$ cat src/rtl/garage_pkg.sv
// Shared types and default timing for the garage door request scheduler.
package garage_pkg;

  typedef enum logic [2:0] {
    S_IDLE,
    S_GRANT,
    S_TRAVEL,
    S_DWELL,
    S_FAULT
  } sched_state_t;

  typedef enum logic {
    TGT_UP,
    TGT_DN
  } target_t;

  localparam int TIMEOUT_CYC_DEF   = 1000;
  localparam int AUTOCLOSE_CYC_DEF = 5000;

endpackage

$ cat src/rtl/garage_rr_arbiter.sv
// Round-robin one-hot pick among request sources, starting at the pointer.
module garage_rr_arbiter #(
  parameter int NUM_REQ = 3,
  parameter int PW      = $clog2(NUM_REQ)
) (
  input  logic [NUM_REQ-1:0] req_i,
  input  logic [PW-1:0]      ptr_i,
  output logic [NUM_REQ-1:0] gnt_o,
  output logic [PW-1:0]      idx_o,
  output logic               vld_o
);

  always_comb begin
    int j;
    j     = 0;
    gnt_o = '0;
    idx_o = '0;
    vld_o = 1'b0;
    for (int i = 0; i < NUM_REQ; i++) begin
      j = (int'(ptr_i) + i) % NUM_REQ;
      if (!vld_o && req_i[j]) begin
        vld_o    = 1'b1;
        gnt_o[j] = 1'b1;
        idx_o    = PW'(j);
      end
    end
  end

endmodule

$ cat src/rtl/garage_door_scheduler.sv
// Door request sequencer with travel watchdog and fault latch.
// Auto-close dwell is built only when GARAGE_AUTO_CLOSE_EN is defined.
module garage_door_scheduler
  import garage_pkg::*;
#(
  parameter int NUM_REQ       = 3,
  parameter int CNT_W         = 16,
  parameter int TIMEOUT_CYC   = TIMEOUT_CYC_DEF,
  parameter int AUTOCLOSE_CYC = AUTOCLOSE_CYC_DEF
) (
  input  logic               CLK,
  input  logic               RST,
  input  logic [NUM_REQ-1:0] req,
  input  logic               UP_Max,
  input  logic               DN_Max,
  input  logic               UP_M,
  input  logic               DN_M,
  input  logic               fault_clr,
  output logic               Activate,
  output logic [NUM_REQ-1:0] grant,
  output logic               busy,
  output logic               fault
);

  localparam int PW = $clog2(NUM_REQ);
  localparam logic [CNT_W-1:0] TMO_LAST = CNT_W'(TIMEOUT_CYC - 1);

  if (longint'(TIMEOUT_CYC) >= (longint'(1) << CNT_W) ||
      longint'(AUTOCLOSE_CYC) >= (longint'(1) << CNT_W)) begin : g_cfg_chk
    $error("garage_door_scheduler: cycle limits exceed counter width");
  end

`ifdef GARAGE_AUTO_CLOSE_EN
  localparam logic [CNT_W-1:0] AC_LAST = CNT_W'(AUTOCLOSE_CYC - 1);
`endif

  sched_state_t       st_q, st_d;
  target_t            tgt_q, tgt_d;
  logic [CNT_W-1:0]   cnt_q, cnt_d, cnt_inc;
  logic [PW-1:0]      ptr_q, ptr_d, nxt_ptr;
  logic               act_q, act_d;
  logic [NUM_REQ-1:0] gnt_q, gnt_d;
  logic               busy_q, busy_d;
  logic               fault_q, fault_d;

  logic [NUM_REQ-1:0] arb_gnt;
  logic [PW-1:0]      arb_idx;
  logic               arb_vld;
  logic               tgt_hit;

  garage_rr_arbiter #(
    .NUM_REQ(NUM_REQ),
    .PW     (PW)
  ) u_arb (
    .req_i(req),
    .ptr_i(ptr_q),
    .gnt_o(arb_gnt),
    .idx_o(arb_idx),
    .vld_o(arb_vld)
  );

  assign nxt_ptr = (arb_idx == PW'(NUM_REQ - 1)) ? '0 : arb_idx + PW'(1);
  assign cnt_inc = (cnt_q == '1) ? cnt_q : cnt_q + CNT_W'(1);
  assign tgt_hit = (tgt_q == TGT_UP) ? UP_Max : DN_Max;

  always_comb begin
    st_d  = st_q;
    tgt_d = tgt_q;
    cnt_d = cnt_q;
    ptr_d = ptr_q;
    act_d = 1'b0;
    gnt_d = '0;
    // Both motor drives at once is a hard fault from any live state.
    if (st_q != S_FAULT && UP_M && DN_M) begin
      st_d = S_FAULT;
    end else begin
      unique case (st_q)
        S_IDLE: begin
          if (UP_Max && DN_Max) begin
            st_d = S_FAULT;
          end else if ((UP_Max ^ DN_Max) && arb_vld) begin
            st_d  = S_GRANT;
            act_d = 1'b1;
            gnt_d = arb_gnt;
            ptr_d = nxt_ptr;
          end
        end
        S_GRANT: begin
          tgt_d = UP_Max ? TGT_DN : TGT_UP;
          cnt_d = '0;
          st_d  = S_TRAVEL;
        end
        S_TRAVEL: begin
          if (tgt_hit) begin
            cnt_d = '0;
`ifdef GARAGE_AUTO_CLOSE_EN
            st_d  = (tgt_q == TGT_UP) ? S_DWELL : S_IDLE;
`else
            st_d  = S_IDLE;
`endif
          end else if (cnt_q == TMO_LAST) begin
            st_d = S_FAULT;
          end else begin
            cnt_d = cnt_inc;
          end
        end
`ifdef GARAGE_AUTO_CLOSE_EN
        S_DWELL: begin
          if (!UP_Max) begin
            st_d  = S_IDLE;
            cnt_d = '0;
          end else if (arb_vld) begin
            st_d  = S_GRANT;
            act_d = 1'b1;
            gnt_d = arb_gnt;
            ptr_d = nxt_ptr;
          end else if (cnt_q == AC_LAST) begin
            st_d  = S_GRANT;
            act_d = 1'b1;
          end else begin
            cnt_d = cnt_inc;
          end
        end
`endif
        S_FAULT: begin
          if (fault_clr) begin
            st_d  = S_IDLE;
            cnt_d = '0;
          end
        end
        default: st_d = S_IDLE;
      endcase
    end
    busy_d  = !(st_d inside {S_IDLE, S_FAULT});
    fault_d = (st_d == S_FAULT);
  end

  always_ff @(posedge CLK) begin
    if (RST) begin
      st_q    <= S_IDLE;
      tgt_q   <= TGT_UP;
      cnt_q   <= '0;
      ptr_q   <= '0;
      act_q   <= 1'b0;
      gnt_q   <= '0;
      busy_q  <= 1'b0;
      fault_q <= 1'b0;
    end else begin
      st_q    <= st_d;
      tgt_q   <= tgt_d;
      cnt_q   <= cnt_d;
      ptr_q   <= ptr_d;
      act_q   <= act_d;
      gnt_q   <= gnt_d;
      busy_q  <= busy_d;
      fault_q <= fault_d;
    end
  end

  assign Activate = act_q;
  assign grant    = gnt_q;
  assign busy     = busy_q;
  assign fault    = fault_q;

endmodule

$ cat config.mk
export PLATFORM = sky130hd
export DESIGN_NAME = garage_door_scheduler
export DESIGN_NICKNAME = d
export VERILOG_FILES = /design/src/rtl/garage_pkg.sv /design/src/rtl/garage_rr_arbiter.sv /design/src/rtl/garage_door_scheduler.sv
export SDC_FILE = /design/constraint.sdc
export NUM_CORES = 1
export LEC_CHECK = 0
export BUFFER_PORTS_ARGS = -buffer_cell sky130_fd_sc_hd__buf_4
export CORE_MARGIN = 2
export CORE_UTILIZATION = 45
export CTS_BUF_LIST = sky130_fd_sc_hd__clkbuf_8 sky130_fd_sc_hd__clkbuf_16
export DETAILED_ROUTE_END_ITERATION = 6
export PLACE_DENSITY = 0.65
export SYNTH_ARGS = -nofsm -noshare
export SYNTH_HDL_FRONTEND = slang
export SYNTH_HIERARCHICAL = 1
export SYNTH_SLANG_ARGS = --single-unit
export TNS_END_PERCENT = 100
$ cat constraint.sdc
create_clock -name CLK -period 2 [get_ports CLK]
set_input_delay 0.2 -clock CLK [delete_from_list [all_inputs] [get_ports CLK]]
set_output_delay 0.2 -clock CLK [all_outputs]
set_load 0.03 [all_outputs]
==> qor.yml, run 1 <==
cts:
  clock_sinks: 28
  clockBufferDepth: 2
  path_clk_slew_ps: 100
  cts_buffers: 3
  cts_tree: "yes"
  clock_latency_ps: 280
  clock-root-buffer: "clkbuf_8"
  cts_max_level: 1
finish:
  synthToLayoutAreaGrowth_pct: 42.6
  layoutNonFillerInstCount: 313
  drive_above_1_share_pct: 38.9
  nFillCells: 307
  nNetsFinal: 282
  diodes: 0
placement:
  hpwlAfterDp_um: 3340
  io_buffers: 15
  dpl.cell_count: 306
  place.gp.congestion: 0.883
grt:
  grt_max_degree: 17
  grt_pass1_vias: 1813
  grt_antenna_before_repair: 0
  grt_usage_pct: 23.3
  overflow: 0
  grt_first_pass_wirelength_um: 7970
run_status:
  failed_checks: "setup timing"
  status: "finished with violations"
critical_path:
  slowest_delay_ps: 570
  crit_chain: "or4_1 > or4_4 > o21ba_4 > o211ai_1 > mux2i_1"
  rr_worst_depth: 5
  cp-startpoint: "cnt_q[14]"
  r2r_start: "cnt_q[14]"
  path_class: "register to register"
  cp-end-kind: "register"
  cp_max_fo: 6
  crit_arrival_ps: 2310
  cp_data_required_time_ps: 2210
  start_kind: "register"
  crit_path_top_delay_cell: "or4_4"
synthesis:
  syn_area_sq_mm: 0.00173
  synth_top_area_share_pct: 32.4
  ys_warn_count: 6
  synth_edf_count: 0
  ys_seq_area_share_pct: 32.4
  async_reset_ff_share_pct: 0
  synth_largest_area_cell: "dfxtp_1"
  synthTopCellsByCount: "dfxtp_1 (28), a21oi_1 (20), nand2_1 (20), nor2_1 (12), nand3_1 (11)"
  yosysMostFrequentCell: "dfxtp_1"
  syn_avg_cell_area_sq_um: 8.33
  syn_inst: 208
  syn_nets: 224
  synthTopCellsByArea: "dfxtp_1 (32%), a21oi_1 (5.8%), ha_1 (4.3%), nand2_1 (4.3%), mux2i_1 (3.5%)"
  synth_cell_types: 51
  synth_flop_cell: "dfxtp_1"
  ys_ff_latch: 28
pwr:
  p_leak_nw: 0.982
  powerDensity_mw_per_mm2: 566
  finalPower_mw: 1.40
  peakVddDrop_uv: 446
route:
  drtIter0Drc: 153
  wl_um: 4860
  drc_errors: 0
  drtAntennaViolNets: 0
  vias: 1855
  wl_per_cell_um: 15.5
  vias_per_cell: 5.93
  first_pass_iters: 4
timing:
  min_period_ps: 2100
  slew_violations: 0
  relSlewSlack_pct: 61.2
  fin_skew_ps: 12.3
  finalCritPeriodShare_pct: 105
  fmaxAchievable_ghz: 0.476
  rsz0062_at_grt: "true"
  setup_viol: 9
  finalHoldViolCount: 0
  setup_ws_ps: -99.8
  worstMarginPinSlew_ps: 565
  hold-worst-slack_ps: 197
min_path:
  min_path_type: "input pin to register"
  hold_start: "UP_Max"
  whs_path_depth: 3
floorplanning:
  coreArea_sq_mm: 0.00369
  initial_core_util_pct: 46.9
  io_pins: 16
  die_area_sq_mm: 0.00436
  rows: 22
  fp.dieW_um: 66.0
  die_y_um: 66.0
job:
  max_cap_violations: 0
repair_timing:
item                       in CTS  in global routing
pin swaps                       5                  7
hold buffers                    0                  0
setup endpoints to repair      22                 25
gates resized for setup         9                 22
setup buffers                   0                  2
cloned                          1                  0
power by group:
part	total (mW)	switching, mW	internal, mW
combinational	0.358	0.180	0.178
clock	0.455	0.186	0.268
sequential	0.586	0.0137	0.573
flip-flops by register name, summed over array words and instances, names as in the netlist:
| name | cells |
|---|---|
| tgt_q | 1 |
| busy | 1 |
| Activate | 1 |
| fault | 1 |
| st_q | 3 |
| ptr_q | 2 |
| cnt_q | 16 |
| grant | 3 |
through the flow:
stage | util, % | TNS [ps] | worst slack [ps] | instance area [sq um]
2_1_floorplan | - | -676 | -67.6 | 1810
3_3_place_gp | 60.2 | -684 | -108 | 2220
3_5_place_dp | 60.2 | -1140 | -109 | 2220
4_1_cts | 63.7 | -685 | -92.0 | 2350
5_1_grt | 67.0 | -1220 | -135 | 2470
6_report | 67.0 | -201 | -99.8 | 2470
worst paths after layout:
path | to | slack [ps]
worst min register to register | tgt_q | 480
worst max register to register | cnt_q[1] | -100
worst max-delay path | cnt_q[1] | -100
worst min-delay path | tgt_q | 200
cells in the final DEF (no fill, tap or decap), types with 6 or more instances in the layout:
cell / Yosys / routed
buf_4: 0 / 62
dfxtp_1: 28 / 23
nand2_1: 20 / 20
a21oi_1: 20 / 16
nor2_1: 12 / 11
nand3_1: 11 / 11
a31oi_1: 8 / 8
inv_1: 9 / 8
mux2i_1: 6 / 6
nand4_1: 6 / 6
final cells by class:
cell class                 instances  area (sq um)  area share [%]
inverter                           9          33.8            1.37
multi-input combinational        162          1270            51.3
sequential                        28           572            23.2
timing repair buffer              62           465            18.8
clock inverter                     1          30.0            1.22
tap                               48          60.1            2.43
clock buffer                       3          41.3            1.67
metal layers:
| layer | up-vias | track usage (%) | part of all wire (%) |
|---|---|---|---|
| met2 | 70 | 40.3 | 48 |
| li1 | 901 | - | - |
| met3 | 7 | 3.24 | 3.9 |
| met1 | 877 | 29.6 | 47 |
| met5 | - | 0 | 0 |
| met4 | 0 | 8.16 | 1.3 |
worst max-delay path, delay by kind of cell, from the launching register on:
| kind | cells | cell delay, ps |
|---|---|---|
| and+or+nand+nor | 2 | 1130 |
| muxes | 1 | 240 |
| DFF | 1 | 320 |
| AOI/OAI and AO/OA | 2 | 330 |
cell families after synthesis:
family,count (synthesis),share of synthesized area (%)
AOI/OAI and AO/OA,61,24.1
DFF,28,32.4
adders and majority gates,6,4.34
xor gates and xnor gates,1,0.506
buffers and inverters,19,5.78
muxes,9,6.72
and+or+nand+nor,84,26.2
Note: power is estimated with default switching activity, not from simulation.
==> run 2: changes to the inputs <==
Settings changed: CELL_PAD_IN_SITES_DETAIL_PLACEMENT from default to 0, CELL_PAD_IN_SITES_GLOBAL_PLACEMENT from default to 1, CORE_UTILIZATION 45 to 40, PLACE_DENSITY 0.65 to 0.74.
==> run 2 against run 1 <==
  * The run still ends with setup timing left
  * Flip-flop and latch count is the same
  * Clock-buffer cell count is the same
  * Via count grew 0.81%
  * Register-to-register slack lost 40 ps
  * Clock power shrank 32%
  * Worst setup slack lost 37 ps
  * Sequential share of layout area shrank 0.14 points
  * Global-route usage shrank 2.9 points
  * Core utilization shrank 6.7 points
==> qor.yml, run 2 (synthesis results as in run 1) <==
critical_path:
  crit_arrival_ps: 2280  # was 2310 ps
  cp-end-kind: "register"  # unchanged
  crit_chain: "or4b_1 > or4_4 > nor4bb_4 > buf_4 > a41oi_2 > a31oi_1"  # was or4_1 > or4_4 > o21ba_4 > o211ai_1 > mux2i_1
  start_kind: "register"  # unchanged
  crit_path_top_delay_cell: "or4_4"  # unchanged
  cp_data_required_time_ps: 2140  # was 2210 ps
  slowest_delay_ps: 570  # about the same
  cp_max_fo: 6  # unchanged
  path_class: "register to register"  # unchanged
pwr:
  peakVddDrop_uv: 316  # was 446 uV
  powerDensity_mw_per_mm2: 517  # was 566 mW/mm^2
  p_leak_nw: 0.988  # was 0.982 nW
  finalPower_mw: 1.27  # was 1.40 mW
finish:
  largest_reg_flops: 16  # unchanged
  final_common_cell: "buf_4"  # unchanged
  nFillCells: 360  # was 307
  largest_register: "cnt_q"  # unchanged
  diodes: 0  # unchanged
  nNetsFinal: 287  # was 282
  synthToLayoutAreaGrowth_pct: 42.3  # was 42.6%
  drive_above_1_share_pct: 38.7  # was 38.9%
  final_cell_mix: "buf_4 (66), dfxtp_1 (25), nand2_1 (20)"  # was buf_4 (62), dfxtp_1 (23), nand2_1 (20)
timing:
  worstMarginPinSlew_ps: 683  # was 565 ps
  setup_viol: 12  # was 9
  fin_skew_ps: 4.50  # was 12.3 ps
  slew_violations: 0  # unchanged
  finalHoldViolCount: 0  # unchanged
  fmaxAchievable_ghz: 0.468  # was 0.476 GHz
  rsz0062_at_grt: "true"  # unchanged
  relSlewSlack_pct: 53.2  # was 61.2%
  hold-worst-slack_ps: 199  # was 197 ps
  finalCritPeriodShare_pct: 107  # was 105%
  setup_ws_ps: -136  # was -99.8 ps
  min_period_ps: 2140  # was 2100 ps
  finalSetupTns_ps: -1140  # was -201 ps
route:
  vias_per_cell: 5.86  # was 5.93
  vias: 1870  # was 1855
  drtIter0Drc: 96  # was 153
  first_pass_iters: 4  # unchanged
  wl_per_cell_um: 15.9  # was 15.5 um
  drtAntennaViolNets: 0  # unchanged
  drc_errors: 0  # unchanged
  wl_um: 5070  # was 4860 um
min_path:
  min_path_type: "input pin to register"  # unchanged
floorplanning:
  rows: 23  # was 22
  die_area_sq_mm: 0.00487  # was 0.00436 sq mm
  coreArea_sq_mm: 0.00409  # was 0.00369 sq mm
  fp.dieW_um: 69.8  # was 66.0 um
  initial_core_util_pct: 42.4  # was 46.9%
  io_pins: 16  # unchanged
  die_y_um: 69.8  # was 66.0 um
cts:
  cts_tree: "yes"  # unchanged
  cts_buffers: 3  # unchanged
  clock_sinks: 28  # unchanged
  clock-root-buffer: "clkbuf_8"  # unchanged
  path_clk_slew_ps: 90  # was 100 ps
  clock_latency_ps: 280  # about the same
  clockBufferDepth: 2  # unchanged
  ctsHoldBuffers: 0  # unchanged
  cts_max_level: 1  # unchanged
placement:
  io_buffers: 15  # unchanged
  hpwlAfterDp_um: 3660  # was 3340 um
  place.gp.congestion: 0.888  # was 0.883
grt:
  grt_first_pass_wirelength_um: 8180  # was 7970 um
  grt_max_degree: 15  # was 17
  grt_usage_pct: 20.4  # was 23.3%
  grt_pass1_vias: 1791  # was 1813
  overflow: 0  # unchanged
  grt_antenna_before_repair: 0  # unchanged
run_status:
  status: "finished with violations"  # unchanged
  failed_checks: "setup timing"  # unchanged
job:
  max_cap_violations: 0  # unchanged
==> run 2: final timing paths <==
check	from	endpoint	slack, ps	cells past startpoint
max	cnt_q[15]	cnt_q[8]	-140	6
min	UP_Max	tgt_q	200	3
max reg2reg	cnt_q[15]	cnt_q[8]	-140	6
min reg2reg	tgt_q	tgt_q	480	2
==> run 2: routing by layer <==
layer  track usage, %  wire length, um  share of wire [%]
met3             3.05              209                4.1
met4             7.26               57                1.1
met1             25.2             2270                 45
met2             35.8             2530                 50
met5                0                0                  0
==> run 2: critical path: cells and delay by family (launching register included) <==
| kind | cells | cell delay, ps |
|---|---|---|
| AOI/OAI and AO/OA | 2 | 200 |
| buffers and inverters | 1 | 200 |
| DFF | 1 | 320 |
| and+or+nand+nor | 3 | 1290 |
==> run 2: power by group <==
group	switching (mW)	leakage (nW)	internal [mW]
registers	0.0119	0.228	0.573
logic	0.194	0.738	0.185
clock network	0.175	0.0216	0.136
==> run 2: layout make-up <==
class | instances | area [sq um] | share of cell area [%]
inverters | 9 | 33.8 | 1.37
flip-flops and latches | 28 | 567 | 23.0
multi-input cells | 162 | 1250 | 50.8
clock buffers | 3 | 41.3 | 1.68
repair buffers | 67 | 507 | 20.6
well taps | 50 | 62.6 | 2.54
==> run 2: per-stage QoR <==
step	instances	util [%]	cell area (sq um)	setup WS [ps]
after detailed placement	310	54.8	2240	-95.8
after floorplan	208	-	1810	-67.6
after global routing	319	60.3	2460	-184
after CTS	314	56.6	2310	-18.4
after global placement	310	54.8	2240	-34.3
final	319	60.3	2460	-136
==> run 2: timing repair <==
| action | CTS | global route |
|---|---|---|
| endpoints found under the setup margin | 19 | 22 |
| setup buffers | 0 | 5 |
| gates cloned | 1 | 0 |
| resized for setup | 4 | 24 |
| pin swaps | 4 | 7 |
